==> src/rtl/ssd_scan_driver_pkg.sv <==
// ============================================================================
// ssd_scan_driver_pkg : segment decode constants, blanking values, clog2
// Revision 1.0
// ============================================================================
`default_nettype none

package ssd_scan_driver_pkg;

   // Segment patterns, bit order {a,b,c,d,e,f,g}, 0 = segment on
   localparam logic [6:0] SEG_0 = 7'b0000001;
   localparam logic [6:0] SEG_1 = 7'b1001111;
   localparam logic [6:0] SEG_2 = 7'b0010010;
   localparam logic [6:0] SEG_3 = 7'b0000110;
   localparam logic [6:0] SEG_4 = 7'b1001100;
   localparam logic [6:0] SEG_5 = 7'b0100100;
   localparam logic [6:0] SEG_6 = 7'b0100000;
   localparam logic [6:0] SEG_7 = 7'b0001111;
   localparam logic [6:0] SEG_8 = 7'b0000000;
   localparam logic [6:0] SEG_9 = 7'b0000100;
   localparam logic [6:0] SEG_A = 7'b0001000;
   localparam logic [6:0] SEG_B = 7'b1100000;
   localparam logic [6:0] SEG_C = 7'b0110001;
   localparam logic [6:0] SEG_D = 7'b1000010;
   localparam logic [6:0] SEG_E = 7'b0110000;
   localparam logic [6:0] SEG_F = 7'b0111000;

   localparam logic [6:0] SEG_BLANK = 7'h7F;
   localparam logic [7:0] ANODE_OFF = 8'hFF;

   function automatic int clog2(input int n);
      int w;
      w = 1;
      while ((1 << w) < n) w = w + 1;
      return w;
   endfunction

endpackage

`default_nettype wire

==> src/rtl/ssd_hex_decode.sv <==
// ============================================================================
// ssd_hex_decode : 4-bit nibble to active-low {a..g} segment pattern
// Revision 1.0
// ============================================================================
`default_nettype none

module ssd_hex_decode
   import ssd_scan_driver_pkg::*;
(
   input  logic [3:0] nibble,
   output logic [6:0] seg
);

   always_comb begin
      seg = SEG_BLANK;
      case (nibble)
         4'h0: seg = SEG_0;
         4'h1: seg = SEG_1;
         4'h2: seg = SEG_2;
         4'h3: seg = SEG_3;
         4'h4: seg = SEG_4;
         4'h5: seg = SEG_5;
         4'h6: seg = SEG_6;
         4'h7: seg = SEG_7;
         4'h8: seg = SEG_8;
         4'h9: seg = SEG_9;
         4'hA: seg = SEG_A;
         4'hB: seg = SEG_B;
         4'hC: seg = SEG_C;
         4'hD: seg = SEG_D;
         4'hE: seg = SEG_E;
         4'hF: seg = SEG_F;
      endcase
   end

endmodule

`default_nettype wire

==> src/rtl/ssd_scan_driver.sv <==
// ============================================================================
// ssd_scan_driver : multiplexed seven-segment scan with frame-synced shadowing
// Optional macro SSD_LZ_BLANK_EN enables leading-zero suppression.
// Revision 1.0
// ============================================================================
`default_nettype none

module ssd_scan_driver
   import ssd_scan_driver_pkg::*;
#(
   parameter  int NUM_DIGITS    = 8,
   parameter  int SCAN_DIV_BITS = 18,
   parameter  int BLANK_CYCLES  = 16,
   localparam int IDX_W         = clog2(NUM_DIGITS)
) (
   input  logic                    clk,
   input  logic                    rst,
   input  logic [4*NUM_DIGITS-1:0] value,
   input  logic [NUM_DIGITS-1:0]   dp_in,
   input  logic [NUM_DIGITS-1:0]   digit_en,
   input  logic                    load,
   output logic [NUM_DIGITS-1:0]   an,
   output logic [7:0]              cathodes,
   output logic [IDX_W-1:0]        scan_idx,
   output logic                    frame_tick
);

   localparam logic [SCAN_DIV_BITS-1:0] PRE_MAX   = '1;
   localparam logic [SCAN_DIV_BITS-1:0] PRE_LAST  = {{(SCAN_DIV_BITS-1){1'b1}}, 1'b0};
   localparam logic [SCAN_DIV_BITS-1:0] BLANK_LIM = SCAN_DIV_BITS'(BLANK_CYCLES);
   localparam logic [IDX_W-1:0]         LAST_IDX  = IDX_W'(NUM_DIGITS - 1);
   localparam logic [NUM_DIGITS-1:0]    AN_OFF    = ANODE_OFF[NUM_DIGITS-1:0];

   logic [SCAN_DIV_BITS-1:0] prescaler;
   logic [4*NUM_DIGITS-1:0]  pend_val, disp_val;
   logic [NUM_DIGITS-1:0]    pend_dp, disp_dp;
   logic                     pend_valid;

   logic                     slot_end, last_digit, wrap;
   logic [3:0]               nib_sel;
   logic                     dp_sel, en_sel, keep_sel, lit;
   logic [NUM_DIGITS-1:0]    onehot_n, keep;
   logic [6:0]               seg;

   assign slot_end   = (prescaler == PRE_MAX);
   assign last_digit = (scan_idx == LAST_IDX);
   assign wrap       = slot_end & last_digit;

   always_ff @(posedge clk or posedge rst) begin
      if (rst) begin
         prescaler  <= '0;
         scan_idx   <= '0;
         frame_tick <= 1'b0;
      end else begin
         prescaler <= prescaler + SCAN_DIV_BITS'(1);
         if (slot_end)
            scan_idx <= last_digit ? '0 : scan_idx + IDX_W'(1);
         // Pulse covers the cycle whose closing edge performs the wrap
         frame_tick <= (prescaler == PRE_LAST) & last_digit;
      end
   end

   always_ff @(posedge clk or posedge rst) begin
      if (rst) begin
         pend_val   <= '0;
         pend_dp    <= '0;
         pend_valid <= 1'b0;
         disp_val   <= '0;
         disp_dp    <= '0;
      end else begin
         if (load) begin
            pend_val <= value;
            pend_dp  <= dp_in;
         end
         if (wrap) begin
            if (load) begin
               disp_val <= value;
               disp_dp  <= dp_in;
            end else if (pend_valid) begin
               disp_val <= pend_val;
               disp_dp  <= pend_dp;
            end
            pend_valid <= 1'b0;
         end else if (load) begin
            pend_valid <= 1'b1;
         end
      end
   end

`ifdef SSD_LZ_BLANK_EN
   // A digit survives if any nibble at or above it is nonzero, or its dp is lit
   always_comb begin
      logic seen;
      seen = 1'b0;
      keep = '0;
      for (int i = NUM_DIGITS - 1; i >= 0; i--) begin
         seen    = seen | (disp_val[4*i +: 4] != 4'h0);
         keep[i] = seen | disp_dp[i] | (i == 0);
      end
   end
`else
   assign keep = '1;
`endif

   always_comb begin
      nib_sel  = '0;
      dp_sel   = 1'b0;
      en_sel   = 1'b0;
      keep_sel = 1'b0;
      onehot_n = '1;
      for (int i = 0; i < NUM_DIGITS; i++) begin
         if (scan_idx == IDX_W'(i)) begin
            nib_sel     = disp_val[4*i +: 4];
            dp_sel      = disp_dp[i];
            en_sel      = digit_en[i];
            keep_sel    = keep[i];
            onehot_n[i] = 1'b0;
         end
      end
   end

   ssd_hex_decode u_dec (
      .nibble (nib_sel),
      .seg    (seg)
   );

   assign lit = (prescaler >= BLANK_LIM) & en_sel & keep_sel;

   always_ff @(posedge clk or posedge rst) begin
      if (rst) begin
         an       <= AN_OFF;
         cathodes <= 8'hFF;
      end else begin
         an       <= lit ? onehot_n : AN_OFF;
         cathodes <= lit ? {seg, ~dp_sel} : {SEG_BLANK, 1'b1};
      end
   end

endmodule

`default_nettype wire

==> config.mk <==
export PLATFORM = sky130hd
export DESIGN_NAME = ssd_scan_driver
export DESIGN_NICKNAME = d
export VERILOG_FILES = /design/src/rtl/ssd_scan_driver_pkg.sv /design/src/rtl/ssd_hex_decode.sv /design/src/rtl/ssd_scan_driver.sv
export SDC_FILE = /design/constraint.sdc
export NUM_CORES = 1
export LEC_CHECK = 0
export BUFFER_PORTS_ARGS = -buffer_cell sky130_fd_sc_hd__buf_2
export CAP_MARGIN = 40
export CORE_AREA = 2 2 135 137
export DETAILED_ROUTE_END_ITERATION = 7
export DIE_AREA = 0 0 137 139
export GPL_ROUTABILITY_DRIVEN = 0
export PLACE_DENSITY_LB_ADDON = 0.25
export SYNTH_ARGS = -nofsm -noshare
export SYNTH_HDL_FRONTEND = slang
export SYNTH_SLANG_ARGS = --single-unit
==> constraint.sdc <==
create_clock -name clk -period 9.06 [get_ports clk]
set_input_delay 1.359 -clock clk [delete_from_list [all_inputs] [get_ports clk]]
set_output_delay 1.359 -clock clk [all_outputs]
set_load 0.02 [all_outputs]
==> summary.md <==
| Metric | Value |
|---|---|
| Dpl ws | `5.66 ns` |
| Power density cells | `195 nW/um^2` |
| Yosys reg bits | `119` |
| Clock slew at reported path FFs | `0.05 ns` |
| Post-synthesis cell type count | `48` |
| Placed Area | `6160 um^2` |
| Pleak | `0.00312 uW` |
| Primary FF master, synth | `dfrtp_1` |
| All-layer global routing usage | `13.4%` |
| H-tree levels | `4` |
| CTS Buf Count | `17` |
| Max-slew violation count | `0` |
| Post-Synth XOR/XNOR Area | `2.51%` |
| Synth Area in Simple Gates | `8.55%` |
| Synth top area share | `46.3%` |
| First-pass GRT wire length | `19600 um` |
| Synth Area in Adders | `3.37%` |
| Cell Area, Synth | `5570 um^2` |
| Count leader, synth | `dfrtp_1` |
| Fin crit period | `3.45 ns` |
| Final Hold Vio Count | `0` |
| Crit share post-route | `38.1%` |
| Async set-reset flop share out of synthesis | `100%` |
| IO buf count | `70` |
| I/O pins | `71` |
| Post_cts resized | `0` |
| Root Buffer | `clkbuf_16` |
| Crit Path Max Fanout | `18` |
| Vias in the first global route | `3741` |
| Status | `finished clean` |
| DR vias | `3594` |
| Pin count of the biggest net entering global routing | `64` |
| Syn_nets | `507` |
| Initial DRC count | `155` |
| Synth Area in Compound Gates | `7.88%` |
| Initial core utilization | `31.6%` |
| RSZ-0062 raised after global routing | `false` |
| Initial antenna violation count | `1` |
| Rows | `49` |
| Core region area | `17700 um^2` |
| Vias per cell | `4.75` |
| Setup ws final | `5.61 ns` |
| Post-synthesis cell count | `441` |
| TritonCTS clock tree | `built` |
| Design Area, Final | `6780 um^2` |
| Clock Tree Buf Depth | `2` |
| DRC | `0` |
| Top cells by count, synth | `103 x dfrtp_1, 42 x mux2_2, 40 x mux2_4` |
| Worst setup SP type | `flip-flop` |
| First-pass DRT Iterations | `4` |
| Post-CTS Hold Buffers | `0` |
| Die X | `137 um` |
| Worst hold path class | `reg2reg` |
| Area growth syn-to-layout | `21.6%` |
| Layout cell share with drive strength beyond 1 | `40.4%` |
| Worst-skew pair later-pin latency | `0.41 ns` |
| Largest family of logic cells by synthesized area | `multiplexers` |
| Area contributors post-synth | `dfrtp_1 46%, mux2_4 11%, mux2_2 8.5%` |
| Final ANT Viol Nets | `0` |
| Die H | `139 um` |
| Final wirelength | `12000 um` |
| Final hold slack | `0.494 ns` |
| Post-DP HPWL | `8470 um` |
| Slowest stage delay, CP | `0.71 ns` |
| CP max stage cell | `dfrtp_1` |
| CP cell instances | `inv_2 -> ha_1 -> nor3b_1 -> a31oi_1 -> o221ai_1 -> o221ai_1 -> inv_1 -> ha_1 -> mux2i_1 -> mux2_2 -> nand2_1` |
| Max Cap Violations | `0` |
| Setup TNS Final | `0 ns` |
| Final setup fails | `0` |
| Fmax | `0.290 GHz` |
| CP Capture Type | `flip-flop` |
| Worst Path Arrival | `3.79 ns` |
| Clk_skew | `0.0125 ns` |
| Maximum VDD drop | `0.119 mV` |
| Synth Area per Inst | `12.6 um^2` |
| Antenna Diode Count | `0` |
| Slew @ Worst Pin | `0.834 ns` |
| Rel. slew slack | `44.4%` |
| Setup bufs post-CTS | `0` |
| Clk sinks | `119` |
| Crit path kind | `reg2reg` |
| CP required | `9.40 ns` |
| Global route total overflow | `0` |
| Full die area | `19000 um^2` |
| Mux share of post-synthesis cell area | `20.0%` |
| Number of enable flip-flop cells after synthesis | `0` |
| Yosys Warn Count | `0` |
| Routed len/inst | `15.9 um` |
| Fin nets | `580` |
| Sequential area share after synthesis | `53.8%` |
| Yosys top cell by area | `dfrtp_1` |
==> critical path, delay by kind of cell (launching register included) <==
kind	cells	cell delay [ns]
flip-flops	1	0.71
buffers and inverters	2	0.48
adder cells (fa/ha/maj)	2	0.80
multiplexers	2	0.35
AO/OA/AOI/OAI	3	0.73
AND/OR/NAND/NOR	2	0.31
==> layer usage <==
| metal | vias up | GRT usage (%) | share of wire (%) |
|---|---|---|---|
| li1 | 1707 | - | - |
| met1 | 1804 | 17.9 | 48 |
| met2 | 73 | 20.8 | 47 |
| met3 | 8 | 4.71 | 4.9 |
| met4 | 2 | 3.26 | 0.52 |
| met5 | - | 0 | 0.092 |
==> per-stage QoR <==
| step | utilization, % | total power [uW] | std cells |
|---|---|---|---|
| CTS | 38.4 | 1340 | 756 |
| global route | 38.4 | 1380 | 756 |
| detailed placement | 34.9 | 631 | 724 |
| finish | 38.4 | 1320 | 756 |
| floorplan | - | 603 | 441 |
| global placement | 34.6 | 627 | 721 |
==> kinds of logic after synthesis <==
logic type / Yosys count
AOI/OAI and AO/OA: 68
xor gates and xnor gates: 16
adders and majority gates: 15
buffers and inverters: 44
DFF: 119
muxes: 86
and+or+nand+nor: 93
==> final cells by class <==
cell class | count | area [um^2]
clock inverter | 13 | 179
fill | 1701 | 10900
multi-input combinational | 278 | 2360
tap | 229 | 287
inverter | 22 | 85.1
timing repair buffer | 76 | 423
sequential | 119 | 3000
clock buffer | 19 | 443
==> report_power, final <==
| part | leakage (uW) | switching (uW) | internal (uW) | total [uW] |
|---|---|---|---|---|
| combinational | 0.00133 | 33.3 | 28.4 | 61.7 |
| sequential | 0.00150 | 4.50 | 553 | 557 |
| clock | 0.000296 | 239 | 465 | 704 |
| total | 0.00312 | 277 | 1050 | 1320 |
==> worst paths after layout <==
kind / startpoint / endpoint / slack (ns) / cells past startpoint
worst max-delay path: scan_idx[2]$_DFFE_PP0N_ / cathodes[4]$_DFF_PP1_ / 5.61 / 11
max in group asynchronous: rst / pend_dp[6]$_DFFE_PP0P_ / 6.71 / 3
min in group asynchronous: rst / pend_val[19]$_DFFE_PP0P_ / 1.07 / 2
worst min register to register: prescaler[5]$_DFF_PP0_ / prescaler[5]$_DFF_PP0_ / 0.49 / 1
worst max register to register: scan_idx[2]$_DFFE_PP0N_ / cathodes[4]$_DFF_PP1_ / 5.61 / 11
worst min-delay path: prescaler[5]$_DFF_PP0_ / prescaler[5]$_DFF_PP0_ / 0.49 / 1
==> cells in the final DEF (no fill, tap or decap), drive strengths merged, types with 16 or more instances in the layout <==
cell | Yosys | routed
a21oi | 25 | 25
buf | 16 | 76
clkbuf | 6 | 19
dfrtp | 103 | 103
dfstp | 16 | 16
inv | 22 | 22
mux2 | 82 | 82
nand2 | 28 | 28
nand3 | 16 | 16
nor2 | 17 | 17
==> state kept, by name (all words and copies together), names as in the netlist, 3 cells and up <==
name	cells
an	8
cathodes	8
disp_dp	8
disp_val	32
pend_dp	8
pend_val	32
prescaler	18
scan_idx	3
Note: power is estimated with default switching activity, not from simulation.
